<file path="config.mk">
export PLATFORM = sky130hd
export DESIGN_NAME = fp_addsub_rne_flat
export DESIGN_NICKNAME = d
export VERILOG_FILES = /design/src/rtl/fp_addsub_rne_if.sv /design/src/rtl/fp_addsub_rne.sv /design/src/flat_wrapper.sv
export SDC_FILE = /design/constraint.sdc
export NUM_CORES = 1
export LEC_CHECK = 0
export CAP_MARGIN = 20
export CORE_UTILIZATION = 50
export CTS_CLUSTER_SIZE = 40
export DETAILED_ROUTE_END_ITERATION = 6
export DONT_BUFFER_PORTS = 1
export HOLD_SLACK_MARGIN = 0.1
export PLACE_DENSITY = 0.68
export SYNTH_ARGS = -nofsm -noshare
export SYNTH_HDL_FRONTEND = slang
export SYNTH_SLANG_ARGS = --single-unit
</file>
<file path="constraint.sdc">
create_clock -name clk -period 5.9 [get_ports clk]
set_input_delay 0.885 -clock clk [delete_from_list [all_inputs] [get_ports clk]]
set_output_delay 0.885 -clock clk [all_outputs]
set_load 0.01 [all_outputs]
</file>
<file path="src/rtl/fp_addsub_rne_if.sv">
// Handshake/data bundle for the multi-cycle floating-point adder/subtractor.
// The host drives the master side; the arithmetic unit sits on the slave side.
interface fp_addsub_rne_if #(
  parameter int EXP_W = 8,
  parameter int MAN_W = 23
);
  localparam int W = 1 + EXP_W + MAN_W;

  logic         enable;
  logic         sub;
  logic [W-1:0] dataa;
  logic [W-1:0] datab;
  logic [W-1:0] result;
  logic         done;
  logic         busy;
  logic [2:0]   flags;

  modport master (output enable, sub, dataa, datab, input result, done, busy, flags);
  modport slave  (input enable, sub, dataa, datab, output result, done, busy, flags);
endinterface

</file>
<file path="src/rtl/fp_addsub_rne.sv">
// Parametrised multi-cycle IEEE-754 add/subtract with round-to-nearest-even,
// Inf/NaN handling and {invalid, overflow, inexact} flags.
module fp_addsub_rne #(
  parameter int EXP_W = 8,
  parameter int MAN_W = 23
) (
  input logic            clk,
  input logic            rst,
  fp_addsub_rne_if.slave bus
);
  localparam int W = 1 + EXP_W + MAN_W;
  localparam int F = MAN_W + 4;

  localparam logic [2:0] S_IDLE    = 3'd0;
  localparam logic [2:0] S_SPECIAL = 3'd1;
  localparam logic [2:0] S_ALIGN   = 3'd2;
  localparam logic [2:0] S_ADD     = 3'd3;
  localparam logic [2:0] S_NORM    = 3'd4;
  localparam logic [2:0] S_ROUND   = 3'd5;
  localparam logic [2:0] S_DONE    = 3'd6;

  localparam logic [EXP_W-1:0] EXP_ONES = '1;
  localparam logic [EXP_W:0]   EXP_INC  = (EXP_W+1)'(1);
  localparam logic [W-1:0]     QNAN     = {1'b0, EXP_ONES, 1'b1, {(MAN_W-1){1'b0}}};

  logic [2:0]     state;
  logic [W-1:0]   a_reg, b_reg, result_r;
  logic [2:0]     flags_r;
  logic           sign_r, eff_sub;
  logic [EXP_W:0] exp_r;
  logic [F-1:0]   big_f, small_f;
  logic [F:0]     sum_r;

  logic               sa, sb;
  logic [EXP_W-1:0]   ea, eb, in_ea, in_eb;
  logic [MAN_W-1:0]   fa, fb;
  logic               a_nan, b_nan, a_inf, b_inf, a_zero, b_zero, in_special;

  assign sa = a_reg[W-1];
  assign sb = b_reg[W-1];
  assign ea = a_reg[W-2:MAN_W];
  assign eb = b_reg[W-2:MAN_W];
  assign fa = a_reg[MAN_W-1:0];
  assign fb = b_reg[MAN_W-1:0];

  assign a_zero = (ea == '0);
  assign b_zero = (eb == '0);
  assign a_inf  = (ea == EXP_ONES) && (fa == '0);
  assign b_inf  = (eb == EXP_ONES) && (fb == '0);
  assign a_nan  = (ea == EXP_ONES) && (fa != '0);
  assign b_nan  = (eb == EXP_ONES) && (fb != '0);

  assign in_ea = bus.dataa[W-2:MAN_W];
  assign in_eb = bus.datab[W-2:MAN_W];
  assign in_special = (in_ea == '0) || (in_ea == EXP_ONES) || (in_eb == '0) || (in_eb == EXP_ONES);

  logic [W-1:0] spec_result;
  logic [2:0]   spec_flags;

  always_comb begin
    spec_result = a_reg;
    spec_flags  = 3'b000;
    if (a_nan || b_nan) begin
      spec_result = QNAN;
    end else if (a_inf && b_inf) begin
      if (sa != sb) begin
        spec_result = QNAN;
        spec_flags  = 3'b100;
      end
    end else if (a_inf) begin
      spec_result = a_reg;
    end else if (b_inf) begin
      spec_result = b_reg;
    end else if (a_zero && b_zero) begin
      spec_result = {sa & sb, {(W-1){1'b0}}};
    end else if (a_zero) begin
      spec_result = b_reg;
    end
  end

  // Alignment: the smaller operand is shifted into {sig, G, R, S}; everything
  // falling below R is OR-ed into the sticky bit.
  logic               a_big;
  logic [EXP_W-1:0]   e_big, e_small, diff;
  logic [MAN_W-1:0]   f_big, f_small;
  logic [2*F-1:0]     wide;
  logic [F-1:0]       small_al;

  always_comb begin
    a_big   = ({ea, fa} >= {eb, fb});
    e_big   = a_big ? ea : eb;
    e_small = a_big ? eb : ea;
    f_big   = a_big ? fa : fb;
    f_small = a_big ? fb : fa;
    diff    = e_big - e_small;
    wide    = {{1'b1, f_small, 3'b000}, {F{1'b0}}} >> diff;
    if (int'(diff) >= MAN_W + 3) begin
      small_al = F'(1);
    end else begin
      small_al = {wide[2*F-1:F+1], wide[F] | (|wide[F-1:0])};
    end
  end

  logic [MAN_W:0]   mant;
  logic             g_bit, r_bit, s_bit, inc;
  logic [MAN_W+1:0] rounded;
  logic [EXP_W:0]   exp_fin;
  logic [MAN_W-1:0] frac_fin;
  logic             ovf;

  always_comb begin
    mant     = sum_r[F-1:3];
    g_bit    = sum_r[2];
    r_bit    = sum_r[1];
    s_bit    = sum_r[0];
    inc      = g_bit & (r_bit | s_bit | mant[0]);
    rounded  = {1'b0, mant} + (MAN_W+2)'(inc);
    exp_fin  = exp_r + (EXP_W+1)'(rounded[MAN_W+1]);
    frac_fin = rounded[MAN_W+1] ? rounded[MAN_W:1] : rounded[MAN_W-1:0];
    ovf      = (exp_fin >= {1'b0, EXP_ONES});
  end

  // Main sequencer; NORM performs exactly one shift decision per cycle.
  always_ff @(posedge clk or posedge rst) begin
    if (rst) begin
      state    <= S_IDLE;
      a_reg    <= '0;
      b_reg    <= '0;
      result_r <= '0;
      flags_r  <= '0;
      sign_r   <= 1'b0;
      eff_sub  <= 1'b0;
      exp_r    <= '0;
      big_f    <= '0;
      small_f  <= '0;
      sum_r    <= '0;
    end else begin
      case (state)
        S_IDLE: begin
          if (bus.enable) begin
            a_reg   <= bus.dataa;
            b_reg   <= {bus.datab[W-1] ^ bus.sub, bus.datab[W-2:0]};
            flags_r <= 3'b000;
            state   <= in_special ? S_SPECIAL : S_ALIGN;
          end
        end
        S_SPECIAL: begin
          result_r <= spec_result;
          flags_r  <= spec_flags;
          state    <= S_DONE;
        end
        S_ALIGN: begin
          big_f   <= {1'b1, f_big, 3'b000};
          small_f <= small_al;
          exp_r   <= {1'b0, e_big};
          sign_r  <= a_big ? sa : sb;
          eff_sub <= sa ^ sb;
          state   <= S_ADD;
        end
        S_ADD: begin
          sum_r <= eff_sub ? ({1'b0, big_f} - {1'b0, small_f}) : ({1'b0, big_f} + {1'b0, small_f});
          state <= S_NORM;
        end
        S_NORM: begin
          if (sum_r[F]) begin
            sum_r <= {1'b0, sum_r[F:2], sum_r[1] | sum_r[0]};
            exp_r <= exp_r + EXP_INC;
            state <= S_ROUND;
          end else if (sum_r[F-1]) begin
            state <= S_ROUND;
          end else if (sum_r == '0) begin
            result_r <= '0;
            flags_r  <= 3'b000;
            state    <= S_DONE;
          end else if (exp_r == EXP_INC) begin
            result_r <= {sign_r, {(W-1){1'b0}}};
            flags_r  <= 3'b001;
            state    <= S_DONE;
          end else begin
            sum_r <= {sum_r[F-1:0], 1'b0};
            exp_r <= exp_r - EXP_INC;
          end
        end
        S_ROUND: begin
          if (ovf) begin
            result_r <= {sign_r, EXP_ONES, {MAN_W{1'b0}}};
            flags_r  <= 3'b011;
          end else begin
            result_r <= {sign_r, exp_fin[EXP_W-1:0], frac_fin};
            flags_r  <= {2'b00, g_bit | r_bit | s_bit};
          end
          state <= S_DONE;
        end
        S_DONE: begin
          state <= S_IDLE;
        end
        default: begin
          state <= S_IDLE;
        end
      endcase
    end
  end

  assign bus.result = result_r;
  assign bus.flags  = flags_r;
  assign bus.done   = (state == S_DONE);
  assign bus.busy   = (state != S_IDLE);
endmodule

</file>
<file path="src/flat_wrapper.sv">
// flat-port wrapper written by rule: the top's interface ports become plain ports
module fp_addsub_rne_flat 
#(
  parameter int EXP_W = 8,
  parameter int MAN_W = 23
)
  (clk, rst, bus_enable, bus_sub, bus_dataa, bus_datab, bus_result, bus_done, bus_busy, bus_flags);
  fp_addsub_rne_if #(.EXP_W(EXP_W), .MAN_W(MAN_W)) bus_i ();
  input logic clk;
  input logic rst;
  input wire logic [$bits(bus_i.enable)-1:0] bus_enable;
  input wire logic [$bits(bus_i.sub)-1:0] bus_sub;
  input wire logic [$bits(bus_i.dataa)-1:0] bus_dataa;
  input wire logic [$bits(bus_i.datab)-1:0] bus_datab;
  output wire logic [$bits(bus_i.result)-1:0] bus_result;
  output wire logic [$bits(bus_i.done)-1:0] bus_done;
  output wire logic [$bits(bus_i.busy)-1:0] bus_busy;
  output wire logic [$bits(bus_i.flags)-1:0] bus_flags;
  assign bus_i.enable = bus_enable;
  assign bus_i.sub = bus_sub;
  assign bus_i.dataa = bus_dataa;
  assign bus_i.datab = bus_datab;
  assign bus_result = bus_i.result;
  assign bus_done = bus_i.done;
  assign bus_busy = bus_i.busy;
  assign bus_flags = bus_i.flags;
  fp_addsub_rne #(.EXP_W(EXP_W), .MAN_W(MAN_W)) u_core (.clk(clk), .rst(rst), .bus(bus_i));
endmodule
</file>
==> results.ini <==
[sta]
setup_viol=0
tns_ns=0
fin_skew_ns=0.01510
fmax_mhz=188.6
hold_viol=0
rsz0062_at_grt=no
slew_violations=0
final.min_clock_period_ns=5.302
relSlewSlack=0.3010
finalCritPeriodShare=0.8986
tightest_slew_ns=1.046

[cts]
clk-insertion-delay-late_ns=0.45
cts_root_buf=clkbuf_16
cts_buffer_depth=2
postCtsSetupBuffers=0
cts_sinks=192
cts_resized=0
path_clk_slew_ns=0.08
htree_num_levels=4
cts-buffers-inserted=17
cts_tree=built
hold_buffers=0

[route]
vias=14290
drt_wl_total_um=51460
drtPass1Iterations=5
viasPerCell=6.580
post_drt_wl_per_cell_um=23.69
ant_nets=0
drc=0
drt-initial-drc-count=1652

[grt]
track_usage=0.3365
grt_pass1_vias=13160
grt_max_degree=98
antenna_found_initial=3
overflow=0
grt_pass1_wl_um=79200

[yosys]
syn_area_per_cell_um2=8.220
syn_inst=1843
synth_nets=2000
synth_seq_area_share=0.3171
netlist.area_leader.share=0.3171
synth-edff-count=0
synth.cell_area_um2=15150
synth.largest_area_cell=dfrtp_1
synth-main-ff-cell=dfrtp_1
ys_ff_latch=192
synth_cell_types=87
ys_async_sr_fraction=1.000
synth_area_leaders=dfrtp_1, ha_1, o21ai_0
yosysWarnings=0

[worst_setup_path]
critPathTopFamily=compound AO/OA/AOI/OAI gates
worst_ep_arrival_time_ns=5.65
critPathCaptureType=flop
path_class=reg -> reg
path_buf_inv=1
worstPathMaxFanout=13
path_cells=inv_1 > ha_1 > a211oi_1 > o21ai_0 > nor4b_1 > o31ai_1 > nand2_2 > nor2_1 > a21oi_1 > ha_1 > a2111oi_4 > nand2_1 > or4_1 > a31oi_1 > a32oi_1 > o21bai_1 > a32oi_1 > o32a_1
crit_path_start_kind=flop
slowest_stage=or4_1
required_ns=6.24
max_stage_delay_ns=0.61
rrSetupSlack_ns=0.60

[floorplan]
die_w_um=176.1
initial_utilization=0.5098
core_area_um2=29720
rows=63
num_io_pins=105
dieArea_um2=31000
die_h_um=176.1

[finish]
finalNetCount=1927
areaGrowthSynthToFinish_pct=5.311
drive_above_1_share=0.08703

[status]
status=completed

[place]
routabilityCongestion=0.9925
port_buffers=0
dp_hpwl_um=39420

[flow_run]
drv_cap=0

[min_path]
worstHoldPathType=in -> async

cell families (layout without fill, tap and decap cells):
| kind of cell | after synthesis | after routing | share of synthesized area |
|---|---|---|---|
| AOI/OAI and AO/OA | 570 | 570 | 0.2361 |
| buffers and inverters | 227 | 165 | 0.05847 |
| and+or+nand+nor | 608 | 608 | 0.1880 |
| DFF | 192 | 192 | 0.3171 |
| xor gates and xnor gates | 50 | 50 | 0.02891 |
| muxes | 107 | 107 | 0.09737 |
| adders and majority gates | 89 | 89 | 0.07400 |
| other | 0 | 1 | 0 |
cells in the final DEF (no fill, tap or decap), types with 19 or more instances in the layout:
| cell | count |
|---|---|
| nand2_1 | 209 |
| dfrtp_1 | 192 |
| o21ai_0 | 182 |
| nor2_1 | 156 |
| a21oi_1 | 141 |
| inv_1 | 102 |
| ha_1 | 88 |
| nand3_1 | 54 |
| mux2i_1 | 45 |
| mux2_2 | 33 |
| nor3_1 | 31 |
| nor4_1 | 31 |
| mux4_2 | 29 |
| buf_4 | 28 |
| nand4_1 | 26 |
| a31oi_1 | 26 |
| xnor2_1 | 25 |
| xor2_1 | 24 |
| a21o_1 | 22 |
| o22ai_1 | 19 |
| o211ai_1 | 19 |
metrics by stage:
stage | setup slack, ns | hold WS [ns] | cells | util | area (um2)
2_1_floorplan | 0.8564 | 0.4714 | 1843 | - | 15150
3_3_place_gp | 0.8581 | 0.4900 | 2140 | 0.5190 | 15420
3_5_place_dp | 0.7958 | 0.5033 | 2141 | 0.5195 | 15440
4_1_cts | 0.7728 | 0.4785 | 2171 | 0.5368 | 15950
5_1_grt | 0.3089 | 0.5229 | 2171 | 0.5368 | 15950
6_report | 0.5981 | 0.4588 | 2172 | 0.5369 | 15950
layout make-up:
cell class / count / area [um2]
Fill cell: 2783 / 13760
Multi-Input combinational cell: 1424 / 9502
Sequential cell: 192 / 4805
Tap cell: 390 / 488.0
Clock buffer: 20 / 446.7
Inverter: 105 / 397.9
Timing Repair Buffer: 30 / 245.2
Clock inverter: 10 / 67.56
Antenna cell: 1 / 2.502
synthesized netlist by cell type, drive strengths merged, types with 20 or more instances:
library cell	count
o21ai	187
mux2	33
mux2i	45
xor2	24
o211ai	20
dfrtp	192
a31oi	26
a21oi	142
ha	88
buf	21
nor4	32
nor3	32
nor2	160
nand3	54
nand4	27
clkbuf	101
xnor2	26
inv	103
a21o	22
nand2	211
mux4	29
path summary, 6_finish.rpt:
check | start | cells past startpoint | endpoint
min | rst | 1 | u_core.a_reg[9]
min in group clk | u_core.big_f[21] | 2 | u_core.big_f[21]
min reg2reg | u_core.big_f[21] | 2 | u_core.big_f[21]
max | u_core.b_reg[8] | 18 | u_core.small_f[0]
max reg2reg | u_core.b_reg[8] | 18 | u_core.small_f[0]
max in group asynchronous | rst | 2 | u_core.small_f[25]
metal layers:
metal | share of wire | global-route usage | wire [um] | vias to the layer above
met2 | 0.43 | 0.4892 | 22070 | 731
met1 | 0.43 | 0.4694 | 21960 | 6861
met5 | 0.00052 | 0 | 27 | -
met3 | 0.093 | 0.07321 | 4792 | 125
met4 | 0.051 | 0.1703 | 2616 | 4
li1 | - | - | - | 6570
Power is not shown: default switching activity piles up to over one toggle a cycle in this logic, so the estimate is an artifact.
